### src/rtl/ibex_pkg_pext.sv
// ibex_pkg_pext: Pext operator encodings and MAC sequencer types
package ibex_pkg_pext;

  typedef enum logic [1:0] {
    ALU_ADD   = 2'd0,
    ALU_SUB   = 2'd1,
    ZPN_INSTR = 2'd2
  } alu_op_e;

  typedef enum logic [3:0] {
    ZPN_ADD16   = 4'd0,
    ZPN_SUB16   = 4'd1,
    ZPN_MADDR32 = 4'd2,
    ZPN_MSUBR32 = 4'd3,
    ZPN_KMMAC   = 4'd4,
    ZPN_KMMACU  = 4'd5,
    ZPN_KMMSB   = 4'd6,
    ZPN_KMMSBU  = 4'd7
  } zpn_op_e;

  typedef enum logic [2:0] {
    IDLE = 3'd0,
    PP0  = 3'd1,
    PP1  = 3'd2,
    PP2  = 3'd3,
    PP3  = 3'd4,
    ACC  = 3'd5,
    DONE = 3'd6
  } mac_seq_state_e;

  localparam logic [63:0] MAC_RND_INIT = 64'h0000_0000_8000_0000;

  function automatic logic is_mac_op(zpn_op_e op);
    return op inside {ZPN_MADDR32, ZPN_MSUBR32, ZPN_KMMAC, ZPN_KMMACU, ZPN_KMMSB, ZPN_KMMSBU};
  endfunction

  function automatic logic is_rnd_op(zpn_op_e op);
    return op inside {ZPN_KMMACU, ZPN_KMMSBU};
  endfunction

  // MADDR32/MSUBR32 consume the low product word, KMM* the high word
  function automatic logic is_low_word_op(zpn_op_e op);
    return op inside {ZPN_MADDR32, ZPN_MSUBR32};
  endfunction

endpackage

### src/rtl/ibex_pext_mul17.sv
// ibex_pext_mul17: combinational signed 17x17 -> 34 multiplier
module ibex_pext_mul17 (
  input  logic signed [16:0] a_i,
  input  logic signed [16:0] b_i,
  output logic signed [33:0] p_o
);
  assign p_o = a_i * b_i;
endmodule

### src/rtl/ibex_pext_mac_seq.sv
// ibex_pext_mac_seq: four-cycle 32x32 product build, then one ALU slot for the Pext MAC op
module ibex_pext_mac_seq
  import ibex_pkg_pext::*;
(
  input  logic        clk_i,
  input  logic        rst_ni,
  input  logic        en_i,
  input  logic        kill_i,
  input  zpn_op_e     zpn_operator_i,
  input  logic [31:0] op_a_i,
  input  logic [31:0] op_b_i,
  input  logic [31:0] op_c_i,
  output logic        busy_o,
  output logic        alu_req_o,
  input  logic        alu_gnt_i,
  output alu_op_e     alu_operator_o,
  output zpn_op_e     zpn_operator_o,
  output logic [31:0] alu_operand_a_o,
  output logic [31:0] alu_operand_b_o,
  input  logic [31:0] alu_result_i,
  input  logic        alu_ov_i,
  output logic        valid_o,
  output logic [31:0] result_o,
  output logic        ov_o
);
  mac_seq_state_e state_q, state_d;
  zpn_op_e op_q, op_d;
  logic [31:0] a_q, a_d, b_q, b_d, c_q, c_d, result_q, result_d;
  logic [63:0] acc_q, acc_d, pp_ext, pp_sh;
  logic ov_q, ov_d, accept, pp_active, in_acc, grant;
  logic signed [16:0] mul_a, mul_b;
  logic signed [33:0] mul_p;

  assign in_acc    = state_q == ACC;
  assign pp_active = state_q inside {PP0, PP1, PP2, PP3};
  assign accept    = !kill_i && state_q == IDLE && en_i && is_mac_op(zpn_operator_i);
  assign grant     = !kill_i && in_acc && alu_gnt_i;

  // high halves are signed, low halves unsigned, so every partial product fits 17x17
  assign mul_a = state_q inside {PP2, PP3} ? {a_q[31], a_q[31:16]} : {1'b0, a_q[15:0]};
  assign mul_b = state_q inside {PP1, PP3} ? {b_q[31], b_q[31:16]} : {1'b0, b_q[15:0]};

  ibex_pext_mul17 u_mul (.a_i(mul_a), .b_i(mul_b), .p_o(mul_p));

  assign pp_ext = {{30{mul_p[33]}}, mul_p};
  assign pp_sh  = state_q == PP3 ? pp_ext << 32 : state_q inside {PP1, PP2} ? pp_ext << 16 : pp_ext;

  always_comb begin
    state_d = state_q;
    if (kill_i) state_d = IDLE;
    else begin
      case (state_q)
        IDLE:    state_d = accept ? PP0 : IDLE;
        PP0:     state_d = PP1;
        PP1:     state_d = PP2;
        PP2:     state_d = PP3;
        PP3:     state_d = ACC;
        ACC:     state_d = alu_gnt_i ? DONE : ACC;
        default: state_d = IDLE;
      endcase
    end
  end

  always_comb begin
    op_d     = accept ? zpn_operator_i : op_q;
    a_d      = accept ? op_a_i : a_q;
    b_d      = accept ? op_b_i : b_q;
    c_d      = accept ? op_c_i : c_q;
    acc_d    = accept ? (is_rnd_op(zpn_operator_i) ? MAC_RND_INIT : '0) :
               pp_active ? acc_q + pp_sh : acc_q;
    result_d = grant ? alu_result_i : result_q;
    ov_d     = grant ? alu_ov_i : ov_q;
  end

  always_ff @(posedge clk_i or negedge rst_ni) begin
    if (!rst_ni) begin
      state_q  <= IDLE;
      op_q     <= ZPN_ADD16;
      a_q      <= '0;
      b_q      <= '0;
      c_q      <= '0;
      acc_q    <= '0;
      result_q <= '0;
      ov_q     <= 1'b0;
    end else begin
      state_q  <= state_d;
      op_q     <= op_d;
      a_q      <= a_d;
      b_q      <= b_d;
      c_q      <= c_d;
      acc_q    <= acc_d;
      result_q <= result_d;
      ov_q     <= ov_d;
    end
  end

  assign busy_o          = state_q != IDLE;
  assign alu_req_o       = in_acc;
  assign alu_operator_o  = in_acc ? ZPN_INSTR : ALU_ADD;
  assign zpn_operator_o  = in_acc ? op_q : ZPN_ADD16;
  assign alu_operand_a_o = in_acc ? c_q : '0;
  assign alu_operand_b_o = !in_acc ? '0 : is_low_word_op(op_q) ? acc_q[31:0] : acc_q[63:32];
  assign valid_o         = state_q == DONE && !kill_i;
  assign result_o        = result_q;
  assign ov_o            = ov_q;
endmodule

### config.mk
export PLATFORM = sky130hd
export DESIGN_NAME = ibex_pext_mac_seq
export DESIGN_NICKNAME = d
export VERILOG_FILES = /design/src/rtl/ibex_pkg_pext.sv /design/src/rtl/ibex_pext_mul17.sv /design/src/rtl/ibex_pext_mac_seq.sv
export SDC_FILE = /design/constraint.sdc
export NUM_CORES = 1
export LEC_CHECK = 0
export BUFFER_PORTS_ARGS = -buffer_cell sky130_fd_sc_hd__clkbuf_2
export CORE_MARGIN = 2
export CORE_UTILIZATION = 25
export DETAILED_ROUTE_END_ITERATION = 8
export SYNTH_ARGS = -nofsm -noshare
export SYNTH_HDL_FRONTEND = slang
export SYNTH_HIERARCHICAL = 1
export SYNTH_SLANG_ARGS = --single-unit
### constraint.sdc
create_clock -name clk_i -period 13.6 [get_ports clk_i]
set_clock_uncertainty 0.05 [all_clocks]
set_input_delay 2.72 -clock clk_i [delete_from_list [all_inputs] [get_ports clk_i]]
set_output_delay 2.72 -clock clk_i [all_outputs]
set_load 0.01 [all_outputs]
==> results_dict.tcl, run 1 <==
set metrics [dict create \
    outcome "completed" \
    crit_fanout 17 \
    cpMaxStageDelayCell "fa_1" \
    cp-endpoint "acc_q[60]" \
    ys_types 79 \
    cts.reportedPaths.clkPinSlew_ns 0.09 \
    numCtsBuffers 17 \
    ys.flop_type "dfrtp_1" \
    die_h_um 314 \
    antenna_found_initial 2 \
    r2r_start "state_q[2]" \
    rrSetupSlack_ns 2.37 \
    cts_tree "yes" \
    hold_buffers 0 \
    crit_required_ns 13.87 \
    root_buffer "clkbuf_16" \
    endpoint_kind "flip-flop" \
    final_antenna_net_count 0 \
    grt_pass1_vias 19100 \
    finalWirelength_um 70600 \
    finalHoldViolCount 0 \
    cpPeakStageDelay_ns 0.77 \
    post_cts_resized 0 \
    core-area_sq_um 95000 \
    yosys_warnings 6 \
    cts_setup_buffers 0 \
    critPathArrivalTime_ns 11.50 \
    fill_cells 10200 \
    fin_crit_ns 11.23 \
    vias 19000 \
    gp_congestion 0.932 \
    drc 0 \
    wl_per_cell_um 17.6 \
    htreeDepth 4 \
    crit_start "state_q[2]" \
    synth_edf_count 0 \
    die_x_um 314 \
    path_common_cell "fa_1" \
    firstDrtPassIters 5 \
    clk_latency_ns 0.48 \
    ys_seq_elements 200 \
    n_antenna_cell 0 \
    start_util_pct 25.3 \
    setup_tns_ns 0 \
    grt_remaining_overflow 0 \
    synth_fp_nets 3180 \
    syn_inst 2596 \
    clk_path_buf_depth 2 \
    die_area_sq_um 98500 \
    syn_area_per_cell_sq_um 9.24 \
    reg2reg_to "acc_q[60]" \
    cap_violations 0 \
    final_max_slew_viol_count 0 \
    yosysSeqAreaShare_pct 20.9 \
    ff2ff_path_depth 35 \
    whs_ns 0.440 \
    rsz0062_at_grt "no" \
    viasPerCell 4.72 \
    grt_max_degree 155 \
    port_buffers 242 \
    ios 244 \
    clock_sinks 200 \
    finalSetupViolations 0 \
    fin_nets 3325 \
    synthArstFlopShare_pct 100 \
    synthToLayoutAreaGrowth_pct 12.6 \
    drt_iter0_drc 1578 \
    criticalPathCategory "flip-flop to flip-flop" \
    relSlewSlack_pct 30.9 \
    grt_pass1_wl_um 113000 \
    hp-class "flip-flop to flip-flop" \
    utilization_pct 28.4 \
    track_usage_pct 14.5 \
    drive_above_1_share_pct 17.6 \
    period_share_pct 82.6 \
    worst_pin_slew_ns 1.04 \
    hpwl_um 56700 \
    num_rows 113 \
    timing.fmax_mhz 89.0 \
    synth_area_sq_um 24000 \
    critPathLaunchType "flip-flop" \
]
logic make-up (layout without fill, tap and decap cells):
group | count (synthesis) | count (layout) | synth area share [%]
other | 1 | 1 | 0.0156
multiplexers | 166 | 166 | 7.78
AND/OR/NAND/NOR | 761 | 761 | 15.4
flip-flops | 200 | 200 | 20.9
XOR/XNOR | 91 | 91 | 3.32
AO/OA/AOI/OAI | 483 | 483 | 12.9
buffers and inverters | 448 | 606 | 7.15
adder cells (fa/ha/maj) | 446 | 446 | 32.6
cells in the final DEF (no fill, tap or decap), drive strengths merged, types with 4 or more instances in the layout:
cell       n
nand2    347
inv      328
fa       297
clkbuf   258
and2     215
dfrtp    200
mux2     164
a21oi    164
ha       149
o21ai    123
nor2      67
a21o      58
xnor2     55
nand3     41
xor2      36
o21bai    22
nand4     20
a221o     17
nor3      17
a31oi     16
o21a      14
a211oi    13
nor2b     12
buf       12
nand2b    10
and3      10
o211ai     8
o31ai      7
clkinv     7
or3        5
and4       5
o2111ai    4
a221oi     4
a21boi     4
nor4       4
worst min-delay path by stage:
stage / start / to / cells after the start
2_1_floorplan: acc_q[63] / acc_q[63] / 1
3_3_place_gp: acc_q[63] / acc_q[63] / 1
3_5_place_dp: acc_q[63] / acc_q[63] / 1
4_1_cts: acc_q[63] / acc_q[63] / 1
5_1_grt: acc_q[63] / acc_q[63] / 1
6_report: acc_q[63] / acc_q[63] / 1
synthesized netlist by cell type (all sizes together), types with 4 or more instances:
master | n | area [sq um]
xnor2 | 55 | 482
a31oi | 16 | 136
o21ai | 123 | 623
a221oi | 4 | 35.0
inv | 321 | 1200
a21oi | 164 | 828
nand2b | 10 | 62.6
or3 | 5 | 31.3
ha | 149 | 1860
and4 | 5 | 51.3
a211oi | 13 | 108
a21boi | 4 | 30.0
nor3 | 17 | 90.1
o31ai | 7 | 52.6
nand3 | 41 | 205
o21a | 14 | 105
mux2 | 164 | 1850
nor2b | 12 | 75.1
fa | 297 | 5950
a221o | 17 | 171
clkbuf | 102 | 385
and3 | 10 | 63.8
o21bai | 22 | 165
o2111ai | 4 | 35.0
xor2 | 36 | 315
nor2 | 67 | 251
buf | 25 | 125
nor4 | 4 | 31.3
and2 | 215 | 1350
dfrtp | 200 | 5000
nand2 | 347 | 1310
o211ai | 8 | 60.1
nand4 | 20 | 125
a21o | 58 | 437
final cells by class:
class	count	area (sq um)	area share (%)
Sequential cell	200	5000	18.5
Timing Repair Buffer	253	1320	4.87
Multi-Input combinational cell	1948	17300	64.0
Tap cell	1265	1580	5.86
Clock buffer	17	425	1.57
Clock inverter	15	190	0.704
Inverter	321	1200	4.46
critical path, delay by kind of cell (launching register included):
family	cells	cell delay, ns
AO/OA/AOI/OAI	15	3.80
adder cells (fa/ha/maj)	8	4.01
buffers and inverters	5	0.64
XOR/XNOR	2	0.34
AND/OR/NAND/NOR	4	1.19
flip-flops	1	0.45
multiplexers	1	0.56
registers in the layout, summed over array words and instances (netlist names):
register  count
a_q          32
acc_q        64
b_q          32
c_q          32
op_q          4
ov_o          1
result_o     32
state_q       3
layer usage:
layer | share of wire [%] | track usage [%] | up-vias
met5 | 0.037 | 0 | -
met4 | 2.2 | 3.80 | 4
met3 | 5.8 | 2.46 | 89
met2 | 44 | 22.0 | 587
met1 | 48 | 21.1 | 9488
li1 | - | - | 8795
per-stage QoR:
stage / instances / worst slack, ns / cell area [sq um]
2_1_floorplan: 2596 / 3.50 / 24000
3_3_place_gp: 3987 / 2.61 / 26400
3_5_place_dp: 3987 / 2.64 / 26400
4_1_cts: 4019 / 2.57 / 27000
5_1_grt: 4019 / 1.75 / 27000
6_report: 4019 / 2.37 / 27000
Power of run 1 is not shown: default switching activity piles up to over one toggle a cycle in this logic, so the estimate is an artifact.
==> run 2, diff against run 1 <==
Clock period 13.6 ns to 11.07 ns, I/O delays scaled along.
==> run 2 against run 1 <==
  * Die area stayed put
  * Non-clock buffer count increased by 27
  * Final cell count rose by 0.67%
  * Setup slack worse by 1.8 ns
  * Global-route usage about the same
  * Fmax rose by 6.8%
  * Critical endpoint is now acc_q[63]
  * Highest routed layer unchanged
  * Count of clock-buffer cells in the layout rose by 1
  * Sequential share of layout area decreased by 0.14 points
==> results_dict.tcl, run 2 (same netlist as run 1, synthesis figures left out) <==
set metrics [dict create \
    ios 244 \
    cap_violations 0 \
    critPathLaunchType "flip-flop" \
    htreeDepth 4 \
    finalSetupViolations 0 \
    drc 0 \
    synthToLayoutAreaGrowth_pct 13.5 \
    n_antenna_cell 0 \
    path_common_cell "fa_1" \
    die_area_sq_um 98500 \
    root_buffer "clkbuf_16" \
    cpPeakStageDelay_ns 0.57 \
    die_h_um 314 \
    viasPerCell 4.67 \
    layout_commonest_cell "nand2_1" \
    hpwl_um 56700 \
    rsz0062_at_grt "no" \
    numCtsBuffers 17 \
    fill_cells 10100 \
    core-area_sq_um 95000 \
    die_x_um 314 \
    fin_nets 3352 \
    grt_remaining_overflow 0 \
    timing.fmax_mhz 95.1 \
    grt_max_degree 87 \
    final_max_slew_viol_count 0 \
    final_cell_mix "nand2_1, inv_1, fa_1" \
    gp_congestion 0.905 \
    regArea_sq_um 5000 \
    antenna_found_initial 2 \
    worst_pin_slew_ns 1.04 \
    firstDrtPassIters 6 \
    drt_iter0_drc 1424 \
    regMostFlops "acc_q" \
    multi_input_area_sq_um 17300 \
    vias 18900 \
    finalHoldViolCount 0 \
    grt_pass1_wl_um 112000 \
    clock_sinks 200 \
    clk_latency_ns 0.47 \
    port_buffers 242 \
    grt_pass1_vias 19200 \
    num_rows 113 \
    wl_per_cell_um 17.5 \
    relSlewSlack_pct 30.7 \
    setup_tns_ns 0 \
    cts_tree "yes" \
    outcome "completed" \
    period_share_pct 95.0 \
    track_usage_pct 14.5 \
    critPathArrivalTime_ns 10.86 \
    cts.reportedPaths.clkPinSlew_ns 0.08 \
    criticalPathCategory "flip-flop to flip-flop" \
    finalWirelength_um 71000 \
    fin_crit_ns 10.51 \
    post-route-cell-area_sq_um 27200 \
    clk_path_buf_depth 2 \
    hp-class "flip-flop to flip-flop" \
    final_antenna_net_count 0 \
    drive_above_1_share_pct 18.5 \
    crit_fanout 17 \
    endpoint_kind "flip-flop" \
    hold_buffers 0 \
    cpMaxStageDelayCell "fa_1" \
    largest_register_ffs 64 \
    crit_required_ns 11.41 \
    placed_area_sq_um 26600 \
    start_util_pct 25.3 \
]
run 2: timing repair:
| action | 4_1_cts | 5_1_grt |
|---|---|---|
| setup buffers | 0 | 0 |
| gates resized for setup | 0 | 2 |
| setup endpoints to repair | 0 | 5 |
run 2: worst paths after layout:
check	from	to	slack, ns	depth (start not counted)
min reg2reg	c_q[31]	c_q[31]	0.45	1
max reg2reg	state_q[1]	acc_q[63]	0.56	36
min in group asynchronous	rst_ni	a_q[15]	1.68	1
max in group asynchronous	rst_ni	state_q[2]	7.86	2
max	state_q[1]	acc_q[63]	0.56	36
min	c_q[31]	c_q[31]	0.45	1
run 2: final cells by class:
class                           count  area share [%]
Tap cell                         1265            5.81
Multi-Input combinational cell   1948            63.6
Inverter                          321            4.43
Clock buffer                       18            1.61
Timing Repair Buffer              280            5.53
Clock inverter                     14           0.666
Sequential cell                   200            18.4
run 2: layer usage:
| metal | wire length [um] | up-vias | global-route usage [%] | share of wire, % |
|---|---|---|---|---|
| li1 | - | 8836 | - | - |
| met1 | 33200 | 9381 | 20.8 | 47 |
| met2 | 31500 | 565 | 22.1 | 44 |
| met3 | 4600 | 93 | 2.94 | 6.5 |
| met4 | 1690 | 2 | 3.74 | 2.4 |
| met5 | 13 | - | 0 | 0.018 |
run 2: metrics by stage:
step                      worst slack, ns  hold WS, ns  util (%)  cells
final                               0.559        0.447      28.7   4046
after global routing               0.0135        0.464      28.7   4046
after CTS                           0.471        0.452      28.6   4046
after detailed placement            0.530        0.435      28.0   4014
after global placement              0.625        0.430      28.0   4014
after floorplan                     0.975        0.395         -   2596
run 2: worst max-delay path: cells and delay by family, from the launching register on:
| family | cells | cell delay, ns |
|---|---|---|
| AOI/OAI and AO/OA | 13 | 2.96 |
| adders and majority gates | 8 | 3.81 |
| buffers and inverters | 6 | 0.78 |
| muxes | 2 | 0.73 |
| and+or+nand+nor | 6 | 1.34 |
| DFF | 1 | 0.46 |
| xor gates and xnor gates | 1 | 0.28 |
Power of run 2 is left out for the same reason.
==> run 3, diff against run 2 <==
Settings changed: SLEW_MARGIN set to 30.
Clock period 11.07 ns to 13.6 ns, I/O delays scaled along.
==> run 3 against run 2 <==
  * First-iteration DRC count increased by 13%
  * Flip-flop and latch count stayed put
  * Final cell count is 0.62% lower
  * Routed wire length shrank 0.54%
  * Largest cell class unchanged
  * Die area unchanged
  * Worst hold slack got worse by 0.013 ns
  * Critical path type unchanged
  * Non-clock buffer count shrank 25
  * Global-route usage about the same
  * Critical endpoint is now acc_q[60]
==> results_dict.tcl, run 3 (same netlist as run 1, synthesis figures left out) <==
set metrics [dict create \
    fin_crit_ns 11.20 \
    outcome "completed" \
    regArea_sq_um 5000 \
    worst_pin_slew_ns 0.993 \
    cpPeakStageDelay_ns 0.77 \
    n_antenna_cell 0 \
    final_max_slew_viol_count 0 \
    final_cell_mix "nand2_1, inv_1, fa_1" \
    crit_fanout 17 \
    cts_setup_buffers 0 \
    relSlewSlack_pct 33.3 \
    regMostFlops "acc_q" \
    numCtsBuffers 17 \
    track_usage_pct 14.5 \
    port_buffers 242 \
    rrSetupSlack_ns 2.40 \
    hold_buffers 0 \
    grt_max_degree 155 \
    critPathLaunchType "flip-flop" \
    clk_latency_ns 0.48 \
    cap_violations 0 \
    root_buffer "clkbuf_16" \
    path_common_cell "fa_1" \
    endpoint_kind "flip-flop" \
    die_area_sq_um 98500 \
    vias 19000 \
    cts_tree "yes" \
    holdPathStages 1 \
    crit_required_ns 13.87 \
    drive_above_1_share_pct 17.7 \
    cpMaxStageDelayCell "fa_1" \
    grt_pass1_vias 19100 \
    wl_per_cell_um 17.6 \
    reg2reg_to "acc_q[60]" \
    firstDrtPassIters 5 \
    largest_register_ffs 64 \
    drc 0 \
    layout_commonest_cell "nand2_1" \
    fill_cells 10200 \
    start_util_pct 25.3 \
    hold_start "acc_q[63]" \
    post_cts_resized 0 \
    finalHoldViolCount 0 \
    finalWirelength_um 70600 \
    fin_nets 3327 \
    core-area_sq_um 95000 \
    multi_input_area_sq_um 17300 \
    die_h_um 314 \
    die_x_um 314 \
    criticalPathCategory "flip-flop to flip-flop" \
    htreeDepth 4 \
    drt_iter0_drc 1615 \
    hp-class "flip-flop to flip-flop" \
    clk_path_buf_depth 2 \
    num_rows 113 \
    synthToLayoutAreaGrowth_pct 12.9 \
    grt_pass1_wl_um 113000 \
    clock_sinks 200 \
    gp_congestion 0.932 \
    period_share_pct 82.3 \
    antenna_found_initial 2 \
    ff2ff_path_depth 35 \
    rsz0062_at_grt "no" \
    critPathArrivalTime_ns 11.47 \
    hpwl_um 56700 \
    grt_remaining_overflow 0 \
    finalSetupViolations 0 \
    cts.reportedPaths.clkPinSlew_ns 0.09 \
    final_antenna_net_count 0 \
    r2r_start "state_q[2]" \
    setup_tns_ns 0 \
    ios 244 \
    min_to "acc_q[63]" \
    timing.fmax_mhz 89.3 \
    viasPerCell 4.73 \
]
-- run 3: changes by cell type in the layout (fill, tap and decap cells not counted), moves of 2 or more --
cell / change
buf_16: +2
inv_12: +2
clkinv_4: +2
buf_4: -28
-- run 3: area by class of cell --
type                            count  area share, %
Inverter                          321           4.45
Clock inverter                     15          0.702
Sequential cell                   200           18.5
Clock buffer                       17           1.57
Timing Repair Buffer              255           5.06
Tap cell                         1265           5.84
Multi-Input combinational cell   1948           63.9
-- run 3: metrics by stage --
step	utilization, %	cells	hold WS (ns)	area, sq um	setup WS, ns
after global placement	27.8	3987	0.418	26400	2.61
after global routing	28.5	4021	0.451	27100	1.73
after CTS	28.4	4019	0.435	27000	2.57
final	28.5	4021	0.435	27100	2.40
after floorplan	-	2596	0.395	24000	3.50
after detailed placement	27.8	3987	0.421	26400	2.64
-- run 3: worst max-delay path by stage --
stage | start | end | slack, ns
after CTS | state_q[2] | acc_q[60] | 2.57
after floorplan | state_q[1] | acc_q[60] | 3.50
after global routing | state_q[2] | acc_q[60] | 1.73
after detailed placement | state_q[2] | acc_q[63] | 2.64
final | state_q[2] | acc_q[60] | 2.40
after global placement | state_q[2] | acc_q[60] | 2.61
-- run 3: worst max-delay path, delay by kind of cell, from the launching register on --
kind / cells / cell delay, ns
flops: 1 / 0.45
buf+inv: 5 / 0.64
fa+ha+maj: 8 / 4.00
mux: 1 / 0.56
simple gates: 4 / 1.17
xor+xnor: 2 / 0.35
compound gates: 15 / 3.77
-- run 3: metal layers --
metal	global-route usage, %	vias up	wire (um)
li1	-	8795	-
met1	21.1	9526	33500
met2	22.0	591	31100
met3	2.46	91	4230
met4	3.80	4	1630
met5	0	-	26
Power of run 3 is left out for the same reason.
